### src/rtl/ysyx_23060203_ifu_pkg.sv
// Shared definitions for the NPC pipeline: fetch FSM state encoding,
// reset PC default and the canonical NOP instruction word.
package ysyx_23060203_ifu_pkg;

  typedef enum logic [1:0] {
    FETCH = 2'd0,
    WAIT  = 2'd1,
    OUT   = 2'd2,
    WB    = 2'd3
  } ifu_state_e;

  localparam logic [31:0] RESET_PC_DEFAULT = 32'h8000_0000;
  localparam logic [31:0] NOP_INST         = 32'h0000_0013;

  // True when the two low PC bits describe a word-aligned address.
  function automatic logic is_word_aligned(input logic [1:0] lsb);
    return (lsb == 2'b00);
  endfunction

endpackage

### src/rtl/ysyx_23060203_ifu.sv
// Instruction fetch unit: holds the PC, issues one instruction read at a
// time, hands the fetched word to decode, then waits for the next PC.
// Optional feature macro: YSYX_23060203_IFU_ALIGN_CHECK_EN (misaligned PCs
// skip the memory read and deliver a faulting NOP instead).
module ysyx_23060203_ifu
  import ysyx_23060203_ifu_pkg::*;
#(
  parameter int                ADDR_W   = 32,
  parameter logic [ADDR_W-1:0] RESET_PC = RESET_PC_DEFAULT[ADDR_W-1:0]
) (
  input  logic              clk,
  input  logic              rst,
  output logic              imem_req_valid,
  input  logic              imem_req_ready,
  output logic [ADDR_W-1:0] imem_req_addr,
  input  logic              imem_rsp_valid,
  input  logic [31:0]       imem_rsp_data,
  input  logic              imem_rsp_err,
  output logic              out_valid,
  input  logic              out_ready,
  output logic [31:0]       out_inst,
  output logic [ADDR_W-1:0] out_pc,
  output logic              out_err,
  input  logic              wb_valid,
  input  logic [ADDR_W-1:0] wb_dnpc,
  output logic [ADDR_W-1:0] pc
);

  ifu_state_e        state;
  ifu_state_e        state_d;
  logic [ADDR_W-1:0] pc_q;
  logic [ADDR_W-1:0] pc_d;
  logic [31:0]       inst_q;
  logic [31:0]       inst_d;
  logic              err_q;
  logic              err_d;

  // State register plus the PC and fetched-word holding registers.
  always_ff @(posedge clk or posedge rst) begin
    if (rst) begin
      state  <= FETCH;
      pc_q   <= RESET_PC;
      inst_q <= 32'h0;
      err_q  <= 1'b0;
    end else begin
      state  <= state_d;
      pc_q   <= pc_d;
      inst_q <= inst_d;
      err_q  <= err_d;
    end
  end

  // Next-state logic; responses are only taken in WAIT, next PC only in WB.
  always_comb begin
    state_d        = state;
    pc_d           = pc_q;
    inst_d         = inst_q;
    err_d          = err_q;
    imem_req_valid = 1'b0;
    case (state)
      FETCH: begin
`ifdef YSYX_23060203_IFU_ALIGN_CHECK_EN
        if (!is_word_aligned(pc_q[1:0])) begin
          state_d = OUT;
          inst_d  = NOP_INST;
          err_d   = 1'b1;
        end else begin
          imem_req_valid = 1'b1;
          if (imem_req_ready) begin
            state_d = WAIT;
          end
        end
`else
        imem_req_valid = 1'b1;
        if (imem_req_ready) begin
          state_d = WAIT;
        end
`endif
      end
      WAIT: begin
        if (imem_rsp_valid) begin
          inst_d  = imem_rsp_data;
          err_d   = imem_rsp_err;
          state_d = OUT;
        end
      end
      OUT: begin
        if (out_ready) begin
          state_d = WB;
        end
      end
      WB: begin
        if (wb_valid) begin
          pc_d    = wb_dnpc;
          state_d = FETCH;
        end
      end
      default: begin
        state_d = FETCH;
      end
    endcase
    if (rst) begin
      imem_req_valid = 1'b0;
    end
  end

  assign imem_req_addr = pc_q;
  assign pc            = pc_q;
  assign out_valid     = (state == OUT);
  assign out_inst      = inst_q;
  assign out_pc        = pc_q;
  assign out_err       = err_q;

endmodule
### config.mk
export PLATFORM = sky130hd
export DESIGN_NAME = ysyx_23060203_ifu
export DESIGN_NICKNAME = d
export VERILOG_FILES = /design/src/rtl/ysyx_23060203_ifu_pkg.sv /design/src/rtl/ysyx_23060203_ifu.sv
export SDC_FILE = /design/constraint.sdc
export NUM_CORES = 1
export LEC_CHECK = 0
export BUFFER_PORTS_ARGS = -buffer_cell sky130_fd_sc_hd__clkbuf_2
export CORE_UTILIZATION = 46
export DETAILED_ROUTE_END_ITERATION = 12
export PLACE_DENSITY_LB_ADDON = 0.12
export SYNTH_ARGS = -nofsm -noshare
export SYNTH_HDL_FRONTEND = slang
export SYNTH_SLANG_ARGS = --single-unit
### constraint.sdc
create_clock -name clk -period 3.2 [get_ports clk]
set_input_delay 0 -clock clk [delete_from_list [all_inputs] [get_ports clk]]
set_output_delay 0 -clock clk [all_outputs]
set_load 0.01 [all_outputs]
=== Yosys cells after proc, flatten, opt, wreduce, memory -nomap -nowiden ===
Index checks and enable logic that the tools add are counted.

* $add $sub $neg: 0
* Multiply operators: 0
* Divide/modulo/power cells: 0
* Order comparisons: 0
* Equal/unequal tests: 7
* Shift-type cells: 0
* Multiplexer cells: 7
* Bitwise gates (word level): 0
* Reductions and logical operators: 4

{| class="wikitable"
|+ Operators by type and width
! operator !! count
|-
| two-way mux 2 bit || 4
|-
| case mux 2 bit (4 select lines) || 1
|-
| != test 2 bit (second input constant) || 3
|-
| equality test 2 bit (second input constant) || 2
|-
| AND reduction 2 bit || 2
|-
| AND reduction 4 bit || 1
|-
| equality test 2 x 1 -> 1 bit (second input constant) || 1
|-
| logical NOT 2 bit || 1
|-
| two-way mux 1 bit || 2
|-
| != test 2 x 1 -> 1 bit (second input constant) || 1
|}

* Flip-flop bits (word level): 67
* Latch bits: 0
* RAM bits: 0
* Bits in read-only memories: 0
* Input port bits: 71
* Output and inout port bits: 131
* Logic and storage cells: 22
* Memories: 0

=== Depth between registers and ports, before layout ===
* Word-level depth: 3
* Gate-level depth with buffers: 5

=== Worst setup path after synthesis ===
OpenSTA, ideal clock, no wires.

* Path kind: register to register
* Start point: reg state[0]
* End point: reg state[1]
* Setup time: 125 ps
* Arrival: 1510 ps
* Required time: 3075 ps
* Setup slack: 1565 ps
* Stages on the path, launching flop included: 6
* Path buffers: 0
* Cell sequence: dfrtp_1 inv_1 ha_1 nor2b_4 a2111oi_4 mux2_4

* Word-level cells in the longest chain between the ends: 3
* Elaborated cells on any way between the ends: 10
* Classes of those cells: eq/ne: 7; mux: 1; reduce/logical: 2

{| class="wikitable"
|+ Ends and longest elaborated chain
! element !! RTL line !! RTL
|-
| from (decl) || ysyx_23060203_ifu.sv:29 || <nowiki>ifu_state_e state;</nowiki>
|-
| from (signal assigned) || ysyx_23060203_ifu.sv:46 || <nowiki>state <= state_d;</nowiki>
|-
| equality test 2 bit * || -- ||
|-
| via out_valid || ysyx_23060203_ifu.sv:19 || <nowiki>output logic out_valid,</nowiki>
|-
| != test 2 x 1 -> 1 bit (no line) || -- ||
|-
| AND reduction 4 bit (no line) || -- ||
|}

The timed path passes the listed nets; every way through them passes the cells marked *.
A chain may end at the register's enable or synchronous reset.

=== Worst setup path after layout ===
* Start point: reg state[1]
* End point: reg pc_q[27] (netlist: imem_req_addr[27])

* Word-level cells in the longest chain between the ends: 2

{| class="wikitable"
|+ Ends and longest elaborated chain
! element !! RTL line !! RTL
|-
| equality test 2 bit || ysyx_23060203_ifu.sv:60 || <nowiki>case (state)</nowiki>
|-
| AND reduction 2 bit (no line) || -- ||
|-
| to (signal assigned) || ysyx_23060203_ifu.sv:47 || <nowiki>pc_q <= pc_d;</nowiki>
|-
| to (decl) || ysyx_23060203_ifu.sv:31 || <nowiki>logic [ADDR_W-1:0] pc_q;</nowiki>
|}

No other way between the ends.

==> flow_metrics.tcl <==
set metrics [dict create \
    status "complete, but fails checks" \
    violations "DRC" \
    synth_flop_cell "dfrtp_1" \
    htreeDepth 3 \
    yosys_register_bits 67 \
    synthTopCellsByCount "dfrtp_1, buf_4, mux2_2, buf_2, ha_1" \
    r2r_slack_ns 1.45 \
    synth_area_leaders "dfrtp_1, mux2_2, buf_4" \
    drv_cap 0 \
    netlist_instances 221 \
    grt_first_pass_wirelength_um 11170 \
    antenna_found_initial 0 \
    layout.nets 509 \
    die_height_um 84.02 \
    synthDistinctLibCells 16 \
    power_density_nw_per_um2 960.8 \
    synth_top_area_share 0.5338 \
    viasPerCell 4.491 \
    critPathMaxFanout 28 \
    cts_resized 0 \
    die_w_um 84.02 \
    fp-row-count 29 \
    place_area_um2 3716 \
    drv_slew 0 \
    insertion_delay_ns 0.32 \
    crit_arrival_ns 1.94 \
    synth_nets 297 \
    path_clk_slew_ns 0.06 \
    tritoncts "done" \
    gp_congestion 0.6961 \
    ff_latch_area_um2 1678 \
    holdCritPathClass "input port to flip-flop" \
    required_ns 3.40 \
    irDropWorstVdd_mv 0.5106 \
    grt_max_degree 34 \
    io_buffers 201 \
    die_area_um2 7059 \
    core_area_um2 6422 \
    critPathMaxStageDelay_ns 0.42 \
    postRouteAntennaNets 0 \
    vias 2313 \
    drc 30 \
    multiInputGateArea_um2 890.9 \
    syn-mean-instance-area_um2 14.00 \
    areaGrowthSynthToFinish_pct 47.03 \
    avgRoutedWirePerCell_um 13.57 \
    n_antenna_cell 0 \
    finalCritPeriodShare 0.5454 \
    yosysWarnings 0 \
    setup_tns_ns 0 \
    synth-async-reset-ratio 1.000 \
    yosysTopAreaCell "dfrtp_1" \
    cts_inserted_buffers 9 \
    initial_core_util 0.4818 \
    drtPass1Iterations 8 \
    synth_area_um2 3094 \
    criticalPathCategory "flip-flop to flip-flop" \
    tightest_slew_ns 0.4450 \
    drive_above_1_share 0.6530 \
    finClkSkew_ns 0.009069 \
    ctsLongestPathBuffers 2 \
    start_kind "flip-flop" \
    worstSetupEndpointType "flip-flop" \
    place.detailed.hpwl_um 4648 \
    setup_violations 0 \
    slew_headroom 0.7029 \
    fill_cells 489 \
    path_cells "ha_1 > nand2_1 > buf_4 > mux2_2" \
    yosysSeqAreaShare 0.5423 \
    cellLeakagePower_nw 2.393 \
    design_area_um2 4549 \
    rsz0062_at_grt "no" \
    synth-edff-count 0 \
    hold_viol 0 \
    drt_iter0_drc 87 \
    period_minus_slack_ns 1.745 \
    grt_pass1_vias 2332 \
    grt_overflow 0 \
    routed_wl_um 6986 \
    grtUsageTotal 0.2042 \
    synth.most_common_cell "dfrtp_1" \
    cts-root-buf "clkbuf_8" \
    max_freq_mhz 573.0 \
    clock-sinks 67 \
    pin_count 202 \
    critical_path.slowest_cell "dfrtp_1" \
]
-- worst paths after layout --
check | startpoint | endpoint | cells past startpoint
max | state[1] | imem_req_addr[27] | 4
min | wb_valid | state[0] | 4
max reg2reg | state[1] | imem_req_addr[27] | 4
min reg2reg | out_inst[7] | out_inst[7] | 1
max in group asynchronous | rst | imem_req_addr[31] | 4
min in group asynchronous | rst | imem_req_addr[12] | 3
-- logic make-up after synthesis --
group	count (synthesis)	share of synthesized area
flip-flops	67	0.5423
buffers and inverters	74	0.1698
AND/OR/NAND/NOR	7	0.01415
multiplexers	67	0.2446
adder cells (fa/ha/maj)	5	0.02022
AO/OA/AOI/OAI	1	0.008897
-- metal layers --
| metal | up-vias | GRT usage | wire [um] |
|---|---|---|---|
| li1 | 1097 | - | - |
| met1 | 1103 | 0.2319 | 2791 |
| met2 | 108 | 0.3659 | 3664 |
| met3 | 5 | 0.05539 | 467 |
| met4 | 0 | 0.07524 | 63 |
| met5 | - | 0 | 0 |
-- critical path, delay by kind of cell (launching register included) --
kind,cells,cell delay [ns]
AND/OR/NAND/NOR,1,0.19
buffers and inverters,1,0.38
flip-flops,1,0.42
adder cells (fa/ha/maj),1,0.24
multiplexers,1,0.39
-- layout make-up --
cell class	instances	share of cell area
multi-input combinational	80	0.1958
clock buffer	14	0.03575
inverter	4	0.003300
clock inverter	2	0.002200
tap	77	0.02118
timing repair buffer	271	0.3729
sequential	67	0.3688
-- placed cells by master, fill, tap and decap left out --
| cell type | netlist | routed |
|---|---|---|
| clkbuf_2 | 0 | 201 |
| dlygate4sd3_1 | 0 | 66 |
| dfrtp_1 | 66 | 66 |
| mux2_2 | 62 | 62 |
| clkbuf_8 | 0 | 11 |
| ha_1 | 5 | 5 |
| buf_4 | 64 | 4 |
| mux2_1 | 3 | 3 |
| nor2b_1 | 3 | 3 |
| clkbuf_1 | 0 | 3 |
| nand2_1 | 2 | 2 |
| inv_1 | 3 | 2 |
| inv_2 | 1 | 2 |
| clkinv_2 | 0 | 2 |
| nor2b_4 | 1 | 1 |
| a2111oi_4 | 1 | 1 |
| mux2_4 | 1 | 1 |
| nor2_1 | 1 | 1 |
| mux2i_1 | 1 | 1 |
| dfstp_2 | 1 | 1 |
-- state kept, by name (all words and copies together), names as in the netlist --
name / flops
imem_req_addr: 32
state: 2
out_inst: 32
out_err: 1
-- through the flow --
stage / hold slack (ns) / cells / setup WS (ns) / total power [mW] / utilization
floorplan: 0.04641 / 221 / 1.519 / 3.274 / -
global placement: 0.03178 / 433 / 1.499 / 3.670 / 0.5786
detailed placement: 0.03388 / 433 / 1.445 / 3.715 / 0.5786
CTS: 0.06339 / 515 / 1.429 / 4.407 / 0.7084
global route: 0.06858 / 515 / 1.331 / 4.648 / 0.7084
finish: 0.07853 / 515 / 1.455 / 4.371 / 0.7084
-- what timing repair did --
action	in CTS	in global routing
hold buffers	66	0
setup buffers	0	0
hold endpoints to repair	84	0
endpoints found under the setup margin	0	0
-- power by group --
part | leakage [nW] | internal [mW] | switching [mW]
Combinational | 1.51 | 1.10 | 1.03
Clock | 0.0905 | 0.322 | 0.288
Sequential | 0.792 | 1.29 | 0.331
Total | 2.39 | 2.72 | 1.65
(Power assumes the default switching activity.)
